`config.mk`:
```
export PLATFORM = sky130hd
export DESIGN_NAME = pipe_scoreboard
export DESIGN_NICKNAME = d
export VERILOG_FILES = /design/src/rtl/pipe_scoreboard.sv
export SDC_FILE = /design/constraint.sdc
export NUM_CORES = 1
export LEC_CHECK = 0
export CORE_MARGIN = 4
export CORE_UTILIZATION = 49
export DETAILED_ROUTE_END_ITERATION = 8
export MAX_ROUTING_LAYER = met4
export PLACE_DENSITY_LB_ADDON = 0.3
export SLEW_MARGIN = 20
export SYNTH_ARGS = -nofsm -noshare
export SYNTH_HDL_FRONTEND = slang
export SYNTH_SLANG_ARGS = --single-unit
```
`constraint.sdc`:
```
create_clock -name clk_i -period 3.5 [get_ports clk_i]
set_input_delay 0.7 -clock clk_i [delete_from_list [all_inputs] [get_ports clk_i]]
set_output_delay 0.7 -clock clk_i [all_outputs]
set_load 0.1 [all_outputs]
```
`src/rtl/pipe_scoreboard.sv`:
```
// ---------------------------------------------------------------------------
// pipe_scoreboard
//
// Hazard scoreboard for the in-order pipeline. It tracks the destination
// register of every instruction in the DEPTH stages after ID. For each
// source operand it tells ID which stage to forward from, and it raises a
// stall for load-use hazards. A branch flush squashes the younger tracked
// instructions. A saturating counter records the number of stall cycles.
//
// Ports
//   clk_i          clock; all state updates on the rising edge
//   rst_i          synchronous active-high reset
//   id_valid_i     ID holds a real instruction
//   id_rs_i/rt_i   source register addresses
//   id_use_rs_i/rt_i  the instruction reads that operand
//   id_wen_i       the instruction writes a register
//   id_waddr_i     destination register
//   id_is_load_i   the instruction is a load
//   flush_i        branch taken; squash stages 1..FLUSH_STAGES
//   stall_o        hold PC and IFID, insert a bubble into EX
//   fwd_rs_o/rt_o  0 = register file, k = forward from stage k
//   inflight_o     registered count of valid tracked entries
//   stall_cnt_o    saturating count of cycles with stall_o = 1
// ---------------------------------------------------------------------------
module pipe_scoreboard #(
    parameter int DEPTH        = 3,
    parameter int ADDR_W       = 5,
    parameter int LOAD_READY   = 2,
    parameter int FLUSH_STAGES = 2,
    parameter int CNT_W        = 16,
    localparam int SEL_W       = $clog2(DEPTH + 1)
) (
    input  logic              clk_i,
    input  logic              rst_i,
    input  logic              id_valid_i,
    input  logic [ADDR_W-1:0] id_rs_i,
    input  logic [ADDR_W-1:0] id_rt_i,
    input  logic              id_use_rs_i,
    input  logic              id_use_rt_i,
    input  logic              id_wen_i,
    input  logic [ADDR_W-1:0] id_waddr_i,
    input  logic              id_is_load_i,
    input  logic              flush_i,
    output logic              stall_o,
    output logic [SEL_W-1:0]  fwd_rs_o,
    output logic [SEL_W-1:0]  fwd_rt_o,
    output logic [SEL_W-1:0]  inflight_o,
    output logic [CNT_W-1:0]  stall_cnt_o
);

    // Tracked entries; index 1 is EX (youngest), index DEPTH is the oldest.
    logic [DEPTH:1]    valid_q;
    logic [DEPTH:1]    wen_q;
    logic [DEPTH:1]    load_q;
    logic [ADDR_W-1:0] waddr_q [1:DEPTH];

    logic [DEPTH:1]    valid_nxt;
    logic [DEPTH:1]    wen_nxt;
    logic [DEPTH:1]    load_nxt;
    logic [ADDR_W-1:0] waddr_nxt [1:DEPTH];

    logic [SEL_W-1:0]  inflight_q;
    logic [SEL_W-1:0]  inflight_nxt;
    logic [CNT_W-1:0]  stall_cnt_q;

    logic [SEL_W-1:0]  rs_sel;
    logic [SEL_W-1:0]  rt_sel;
    logic              rs_haz;
    logic              rt_haz;
    logic              accept;

    // -----------------------------------------------------------------------
    // Operand lookup. Scanning from the oldest stage down to stage 1 lets a
    // younger match overwrite an older one, so the youngest writer wins.
    // A winning load that has not reached LOAD_READY has no forward path.
    // -----------------------------------------------------------------------
    always_comb begin
        // NOTE: every combinational output gets a default first, so no path
        // leaves it unassigned and no latch is inferred.
        rs_sel = '0;
        rt_sel = '0;
        rs_haz = 1'b0;
        rt_haz = 1'b0;
        for (int k = DEPTH; k >= 1; k--) begin
            if (valid_q[k] && wen_q[k] && id_rs_i != '0 && waddr_q[k] == id_rs_i) begin
                rs_sel = SEL_W'(k);
                rs_haz = load_q[k] && (k < LOAD_READY);
            end
            if (valid_q[k] && wen_q[k] && id_rt_i != '0 && waddr_q[k] == id_rt_i) begin
                rt_sel = SEL_W'(k);
                rt_haz = load_q[k] && (k < LOAD_READY);
            end
        end
    end

    // Reset masks the ID-facing outputs, so stale entries cannot stall or
    // steer the operand muxes before the clearing edge.
    assign stall_o  = !rst_i && id_valid_i && !flush_i &&
                      ((id_use_rs_i && rs_haz) || (id_use_rt_i && rt_haz));
    assign fwd_rs_o = (rst_i || !id_use_rs_i || rs_haz) ? '0 : rs_sel;
    assign fwd_rt_o = (rst_i || !id_use_rt_i || rt_haz) ? '0 : rt_sel;

    // A stalled instruction stays in ID, and a bubble enters stage 1 instead.
    assign accept = id_valid_i && !stall_o && !flush_i;

    // -----------------------------------------------------------------------
    // Next state: shift every stage each cycle. Stage 1 takes the ID
    // instruction or a bubble. A flush clears the younger stages after the
    // shift, so older stages still advance.
    // -----------------------------------------------------------------------
    always_comb begin
        valid_nxt[1] = accept;
        wen_nxt[1]   = id_wen_i;
        load_nxt[1]  = id_is_load_i;
        waddr_nxt[1] = id_waddr_i;
        for (int k = 2; k <= DEPTH; k++) begin
            valid_nxt[k] = valid_q[k-1];
            wen_nxt[k]   = wen_q[k-1];
            load_nxt[k]  = load_q[k-1];
            waddr_nxt[k] = waddr_q[k-1];
        end
        if (flush_i) begin
            for (int k = 1; k <= FLUSH_STAGES; k++) begin
                valid_nxt[k] = 1'b0;
            end
        end
        inflight_nxt = '0;
        for (int k = 1; k <= DEPTH; k++) begin
            inflight_nxt = inflight_nxt + SEL_W'(valid_nxt[k]);
        end
    end

    // NOTE: sequential state uses non-blocking assignments only, so every
    // register samples the pre-edge values regardless of statement order.
    always_ff @(posedge clk_i) begin
        if (rst_i) begin
            valid_q     <= '0;
            inflight_q  <= '0;
            stall_cnt_q <= '0;
        end else begin
            valid_q    <= valid_nxt;
            inflight_q <= inflight_nxt;
            if (stall_o && stall_cnt_q != {CNT_W{1'b1}}) begin
                stall_cnt_q <= stall_cnt_q + 1'b1;
            end
        end
    end

    // NOTE: the payload fields are only meaningful while the matching valid
    // bit is set, so they are not reset. This keeps the field array as plain
    // flops without a reset mux.
    always_ff @(posedge clk_i) begin
        wen_q  <= wen_nxt;
        load_q <= load_nxt;
        for (int k = 1; k <= DEPTH; k++) begin
            waddr_q[k] <= waddr_nxt[k];
        end
    end

    assign inflight_o  = inflight_q;
    assign stall_cnt_o = stall_cnt_q;

endmodule
```
==> insert_results.sql, run 1 <==
INSERT INTO impl_metrics (metric_group, metric, value, unit) VALUES
('global_route', 'global_route_met1_usage', '20.9', '%'),
('worst_setup_path', 'worst_setup_path_end_kind', 'primary output', ''),
('placed_design', 'dp_slack', '-0.00753', 'ns'),
('placed_design', 'port_buffers', '45', ''),
('synthesis', 'mean_area_per_synthesized_cell', '9.80', 'um2'),
('worst_setup_path', 'cp_max_fo', '3', ''),
('synthesis', 'synth.net_count', '219', ''),
('job', 'max-cap-violations', '0', ''),
('floorplanning', 'initial_core_util', '51.1', '%'),
('worst_setup_path', 'worst_path_max_delay_cell', 'or4_4', ''),
('drt', 'drt_pre_antenna_iters', '4', ''),
('floorplanning', 'die-area', '4940', 'um2'),
('clock_network', 'cts.sink_count', '40', ''),
('layout', 'nFillCells', '294', ''),
('worst_setup_path', 'timing.critical_path.cells', 'clkdlybuf4s50_1 > or4_4 > o211ai_1 > nor3_2 > mux2_2 > nor2_4 > buf_12', ''),
('layout', 'final_design_area_no_fill', '2700', 'um2'),
('floorplanning', 'rows', '22', ''),
('placed_design', 'place_inst', '295', ''),
('status', 'status', 'completed', ''),
('power', 'ratio_of_total_power_to_cell_area', '339', 'nW/um2'),
('worst_setup_path', 'worstSetupEndpoint', 'fwd_rt_o[0]', ''),
('worst_setup_path', 'timing.critical_path.slowest_cell_delay', '0.53', 'ns'),
('timing', 'finalWorstSetupSlack', '0.0824', 'ns'),
('timing', 'period_needed', '3.42', 'ns'),
('worst_setup_path', 'ff2ff_setup_slack', '1.25', 'ns'),
('global_route', 'antenna_found_initial', '0', ''),
('global_route', 'grt_total_usage', '17.7', '%'),
('synthesis', 'synth.yosys.seq_area_share', '42.1', '%'),
('floorplanning', 'die_height', '70.3', 'um'),
('drt', 'drt_first_iter_violations', '55', ''),
('floorplanning', 'ioPinCount', '46', ''),
('synthesis', 'synthSimpleGateAreaFrac', '22.9', '%'),
('clock_network', 'cts_buffers', '5', ''),
('worst_setup_path', 'worstSetupPathType', 'in2out', ''),
('floorplanning', 'fp.coreArea', '3720', 'um2'),
('synthesis', 'synthXorXnorAreaFrac', '15.7', '%'),
('layout', 'multi_input_area', '1110', 'um2'),
('drt', 'routed_via_count', '1632', ''),
('drt', 'finalWirelength', '4.18', 'mm'),
('synthesis', 'warnings_from_yosys', '0', ''),
('synthesis', 'fraction_of_the_mapped_netlist_area_in_compound_gates', '12.4', '%'),
('drt', 'drt.antenna.violating_nets', '0', ''),
('timing', 'worst_tran_pin_value', '0.977', 'ns'),
('worst_setup_path', 'r2r_end', 'inflight_o[0]', ''),
('synthesis', 'yosys.area_share.adder', '1.71', '%'),
('clock_network', 'cts.clk_slew.worst_paths', '0.07', 'ns'),
('clock_network', 'cts_htree_levels', '2', ''),
('layout', 'area_delta_synth_final', '42.1', '%'),
('drt', 'vias_per_cell', '5.37', ''),
('synthesis', 'synth_top_family_by_area', 'simple AND/OR/NAND/NOR gates', ''),
('clock_network', 'clock_insertion_delay_worst_skew', '0.30', 'ns'),
('global_route', 'globalRoute.totalOverflow', '0', ''),
('floorplanning', 'die_width', '70.3', 'um'),
('power', 'report.power.total', '0.915', 'mW'),
('layout', 'num-nets-final', '280', ''),
('global_route', 'groute.layer.met3.usage', '4.17', '%'),
('worst_setup_path', 'rr_startpoint', 'waddr_q[0][9]', ''),
('clock_network', 'hold_buffers', '0', ''),
('timing', 'maxClockFrequency', '0.293', 'GHz'),
('layout', 'layout-drive-gt1-share', '19.9', '%'),
('clock_network', 'tritoncts', 'built', ''),
('clock_network', 'cts_root_buf', 'clkbuf_8', ''),
('layout', 'ff_latch_area', '801', 'um2'),
('layout', 'num_antenna_cells', '0', ''),
('synthesis', 'post_synth_instance_area', '1900', 'um2'),
('min_path', 'path_class_of_the_lowest_slack_min_delay_path', 'reg2reg', ''),
('global_route', 'grt_start_max_net_pins', '23', ''),
('timing', 'timing_max_transition_violations_final', '0', ''),
('clock_network', 'clock_path_buffers', '2', ''),
('synthesis', 'synth_enable_flop_cells', '0', ''),
('drt', 'drcViolationCount', '0', '');
==> flip-flops by register name, indices dropped and copies added, names as in the netlist <==
name         cells
inflight_o       2
valid_q          3
wen_q            3
waddr_q         15
load_q           1
stall_cnt_o     16
==> metal layers <==
metal	part of all wire (%)	up-vias	wire [um]
li1	-	819	-
met4	1.8	0	74
met1	45	766	1900
met2	48	37	2010
met3	4.7	10	195
met5	0	-	0
==> how the worst min path moves through the flow <==
stage,cells past startpoint,end,slack [ns],from
6_report,0,wen_q[3],0.36,wen_q[2]
5_1_grt,0,wen_q[3],0.37,wen_q[2]
4_1_cts,0,wen_q[3],0.36,wen_q[2]
3_5_place_dp,0,wen_q[3],0.35,wen_q[2]
3_3_place_gp,0,wen_q[3],0.34,wen_q[2]
2_1_floorplan,0,wen_q[3],0.33,wen_q[2]
==> cell usage after synthesis, types with 2 or more instances <==
cell | count | area (um2)
o2111ai_1 | 2 | 17.5
nor2_1 | 11 | 41.3
clkbuf_1 | 3 | 11.3
nand2b_1 | 3 | 18.8
nor2b_1 | 6 | 37.5
buf_6 | 2 | 22.5
nor3_1 | 2 | 10.0
o21ai_1 | 5 | 25.0
nand2_1 | 11 | 41.3
nor4_1 | 4 | 25.0
nor3b_1 | 4 | 30.0
o31ai_1 | 4 | 30.0
xnor2_1 | 19 | 166
inv_1 | 3 | 11.3
or2_2 | 2 | 12.5
nand3_1 | 8 | 40.0
xor2_1 | 15 | 131
a21oi_1 | 7 | 35.0
or3_1 | 5 | 31.3
a21oi_2 | 3 | 26.3
or4_1 | 7 | 52.6
nand4_1 | 4 | 25.0
dfxtp_1 | 40 | 801
o31a_1 | 2 | 17.5
o211ai_1 | 2 | 15.0
==> cell families after synthesis <==
group | Yosys count
XOR/XNOR | 34
AND/OR/NAND/NOR | 74
multiplexers | 3
AO/OA/AOI/OAI | 32
adder cells (fa/ha/maj) | 2
buffers and inverters | 9
flip-flops | 40
==> where the power goes <==
part	internal [mW]	switching, mW	total, mW
Clock	0.160	0.167	0.327
Sequential	0.468	0.0113	0.479
Combinational	0.0596	0.0486	0.108
Total	0.687	0.227	0.915
==> worst max-delay path: cells and delay by family <==
kind | cells | cell delay (ns)
multiplexers | 1 | 0.31
AO/OA/AOI/OAI | 1 | 0.32
AND/OR/NAND/NOR | 3 | 0.74
buffers and inverters | 2 | 0.64
==> cell usage in the layout (no fill, tap or decap), types with 6 or more instances in the layout <==
| master | n |
|---|---|
| nor2_1 | 8 |
| xor2_1 | 15 |
| dfxtp_1 | 40 |
| nor2b_1 | 6 |
| dlymetal6s2s_1 | 6 |
| clkbuf_8 | 6 |
| nand2_1 | 11 |
| clkdlybuf4s50_1 | 32 |
| xnor2_1 | 18 |
| a21oi_1 | 7 |
| buf_4 | 17 |
| nand3_1 | 8 |
==> timing repair <==
item,4_1_cts,5_1_grt
hold endpoints to repair,0,0
setup buffers,0,1
pin swaps,0,5
gates resized for setup,1,15
setup endpoints to repair,1,3
==> through the flow <==
| step | hold WS (ns) | util [%] | setup TNS (ns) |
|---|---|---|---|
| global route | 0.371 | 72.7 | 0 |
| CTS | 0.359 | 71.1 | 0 |
| floorplan | 0.331 | - | -0.0959 |
| detailed placement | 0.347 | 68.4 | -0.00753 |
| finish | 0.356 | 72.7 | 0 |
| global placement | 0.338 | 68.4 | -0.00493 |
==> layout make-up <==
| class | instances | share of cell area, % |
|---|---|---|
| inverters | 3 | 0.417 |
| repair buffers | 60 | 23.1 |
| clock inverters | 2 | 0.556 |
| multi-input cells | 145 | 41.0 |
| well taps | 48 | 2.22 |
| flip-flops and latches | 40 | 29.7 |
| clock buffers | 6 | 3.06 |
No activity file was read; power rests on OpenSTA's default activity.
==> inputs of run 2 (changes only) <==
Settings changed: CORE_UTILIZATION 49 to 53.
Clock period 3.5 ns to 3.95 ns, I/O delays scaled along.
==> run 2 against run 1 <==
  * Setup slack improved by 0.12 ns
  * Count of clock-buffer cells in the layout unchanged
  * Final area is 6.2% lower
  * Clock power shrank 34%
  * Worst hold slack better by 0.010 ns
  * Global-route usage increased by 3.2 points
  * Clock skew up 0.0037 ns
  * Critical endpoint is now fwd_rs_o[0]
  * Largest cell class unchanged
  * Largest power group unchanged
==> insert_results.sql, run 2 (synthesized netlist as in run 1, its figures left out) <==
INSERT INTO impl_metrics (metric_group, metric, value, unit) VALUES
('status', 'status', 'completed', ''),
('job', 'max-cap-violations', '0', ''),
('clock_network', 'clock_insertion_delay_worst_skew', '0.34', 'ns'),
('drt', 'post_drt_wl_per_cell', '14.3', 'um'),
('min_path', 'path_class_of_the_lowest_slack_min_delay_path', 'reg2reg', ''),
('global_route', 'grt_start_max_net_pins', '23', ''),
('floorplanning', 'initial_core_util', '56.1', '%'),
('power', 'ir_drop', '0.000226', 'V'),
('global_route', 'grt_pass1_vias', '1541', ''),
('placed_design', 'gpl.final_weighted_congestion', '0.891', ''),
('layout', 'largest_register_ff_count', '16', ''),
('layout', 'final_cells', '292', ''),
('timing', 'maxClockFrequency', '0.267', 'GHz'),
('global_route', 'antenna_found_initial', '0', ''),
('floorplanning', 'rows', '21', ''),
('drt', 'drt_pre_antenna_iters', '4', ''),
('min_path', 'worstHoldEndpoint', 'wen_q[3]', ''),
('clock_network', 'hold_buffers', '0', ''),
('worst_setup_path', 'timing.critical_path.max_delay_family', 'simple AND/OR/NAND/NOR gates', ''),
('layout', 'area_delta_synth_final', '33.3', '%'),
('placed_design', 'place_inst', '284', ''),
('drt', 'drt_first_iter_violations', '87', ''),
('clock_network', 'cts.clk_slew.worst_paths', '0.11', 'ns'),
('power', 'ratio_of_total_power_to_cell_area', '288', 'nW/um2'),
('worst_setup_path', 'worst_setup_path_end_kind', 'primary output', ''),
('drt', 'finalWirelength', '4.18', 'mm'),
('floorplanning', 'die-area', '4610', 'um2'),
('drt', 'routed_via_count', '1582', ''),
('drt', 'drcViolationCount', '0', ''),
('placed_design', 'detailed_placement_hpwl', '3.30', 'mm'),
('floorplanning', 'ioPinCount', '46', ''),
('layout', 'layout-drive-gt1-share', '12.6', '%'),
('power', 'p_leak', '0.863', 'nW'),
('clock_network', 'tritoncts', 'built', ''),
('global_route', 'grt_first_pass_wirelength', '6.99', 'mm'),
('clock_network', 'clock_path_buffers', '2', ''),
('timing', 'timing.slew.headroom', '33.5', '%'),
('worst_setup_path', 'r2r_end', 'inflight_o[0]', ''),
('layout', 'num-nets-final', '270', ''),
('layout', 'layout_common_cells', 'dfxtp_1 (40), clkdlybuf4s50_1 (40), xnor2_1 (19)', ''),
('timing', 'period_needed', '3.75', 'ns'),
('timing', 'finalClockSkew', '0.0133', 'ns'),
('clock_network', 'cts_setup_buffers', '0', ''),
('timing', 'finalWorstSetupSlack', '0.198', 'ns'),
('worst_setup_path', 'worstSetupPathType', 'in2out', ''),
('layout', 'num_antenna_cells', '0', ''),
('drt', 'vias_per_cell', '5.42', ''),
('timing', 'finalSetupViolations', '0', ''),
('placed_design', 'dp_slack', '0.185', 'ns'),
('global_route', 'globalRoute.totalOverflow', '0', ''),
('power', 'cellInternalPower', '0.549', 'mW'),
('worst_setup_path', 'ff2ff_setup_slack', '1.51', 'ns'),
('worst_setup_path', 'worst_path_max_delay_cell', 'or4_1', ''),
('worst_setup_path', 'timing.critical_path.cells', 'clkdlybuf4s50_1 > or4_1 > o211a_1 > nand2_1 > nor2_1 > mux2_1 > nor3b_4 > buf_12', ''),
('power', 'p_comb_share', '11.9', '%'),
('worst_setup_path', 'rr_startpoint', 'waddr_q[0][7]', ''),
('floorplanning', 'die_width', '67.9', 'um'),
('floorplanning', 'die_height', '67.9', 'um'),
('clock_network', 'cts.sink_count', '40', ''),
('layout', 'final_design_area_no_fill', '2530', 'um2'),
('clock_network', 'cts_root_buf', 'clkbuf_4', ''),
('worst_setup_path', 'cp_data_required_time', '3.16', 'ns'),
('power', 'switchingPower', '0.181', 'mW'),
('timing', 'rsz0062_at_grt', 'false', ''),
('timing', 'final.setup.tns', '0', 'ns'),
('timing', 'timing.final.hold_violations', '0', ''),
('global_route', 'grt_total_usage', '20.9', '%'),
('power', 'power_share_of_the_clock_group', '29.7', '%'),
('worst_setup_path', 'critPathBufInv', '2', ''),
('timing', 'holdWs', '0.366', 'ns'),
('timing', 'post-route-period-util', '95.0', '%'),
('worst_setup_path', 'timing.critical_path.arrival', '2.96', 'ns'),
('min_path', 'min_delay_path_depth', '0', ''),
('min_path', 'min_from', 'wen_q[2]', ''),
('drt', 'drt.antenna.violating_nets', '0', ''),
('timing', 'timing_max_transition_violations_final', '0', ''),
('placed_design', 'port_buffers', '45', ''),
('worst_setup_path', 'worstRegToRegCells', '8', ''),
('clock_network', 'resized_gates_after_cts', '0', ''),
('clock_network', 'cts_buffers', '5', ''),
('floorplanning', 'fp.coreArea', '3390', 'um2'),
('worst_setup_path', 'timing.critical_path.from_type', 'input pin', ''),
('power', 'power_switching_share', '24.7', '%'),
('placed_design', 'placedInstanceArea', '2470', 'um2'),
('timing', 'worst_tran_pin_value', '0.995', 'ns'),
('power', 'seq_power_share', '58.4', '%'),
('worst_setup_path', 'cp_max_fo', '4', ''),
('clock_network', 'cts_htree_levels', '2', ''),
('worst_setup_path', 'timing.critical_path.slowest_cell_delay', '0.53', 'ns');
-- run 2: worst max path at each step --
stage	startpoint	endpoint	slack [ns]	cells past startpoint
after global routing	id_rs_i[0]	fwd_rs_o[0]	0.07	8
final	id_rs_i[0]	fwd_rs_o[0]	0.20	8
after CTS	id_rs_i[0]	fwd_rs_o[0]	0.18	8
after detailed placement	id_rs_i[0]	fwd_rs_o[0]	0.18	8
after floorplan	id_rs_i[2]	fwd_rs_o[1]	-0.37	6
after global placement	id_rs_i[0]	fwd_rs_o[0]	0.19	8
-- run 2: worst register-to-register path: stages, from the launching register on --
cell and delay [ns]:
dfxtp_1 0.42, xnor2_1 0.14, o211ai_1 0.14, buf_4 0.17, nor4_4 0.45, o21a_1 0.30, nor3b_1 0.11, fa_1 0.54
nor2b_1 0.13
-- run 2: power groups by stage --
stage          Combinational (mW)  Clock, mW  Sequential (mW)
6_report                   0.0870      0.216            0.426
3_5_place_dp               0.0864          0            0.435
5_1_grt                    0.0937      0.240            0.427
2_1_floorplan              0.0401          0            0.437
3_3_place_gp               0.0852          0            0.434
4_1_cts                    0.0870      0.224            0.426
-- run 2: area by class of cell --
cell class / instances / area [um2]
fill: 247 / 856
clock buffer: 6 / 51.3
timing repair buffer: 50 / 538
tap: 46 / 57.6
multi-input combinational: 145 / 1060
clock inverter: 2 / 15.0
sequential: 40 / 801
inverter: 3 / 11.3
-- run 2: per-layer routing --
layer	part of all wire, %	up-vias	track usage [%]	wire, um
li1	-	794	-	-
met1	47	745	26.3	1950
met2	48	39	32.8	2000
met3	4.4	4	4.93	184
met4	1.0	0	7.69	43
met5	0	-	-	0
-- run 2: through the flow --
step                util, %  total power, mW
finish                 74.8            0.729
global route           74.8            0.761
CTS                    74.8            0.737
detailed placement     72.8            0.521
global placement       72.8            0.520
floorplan                 -            0.478
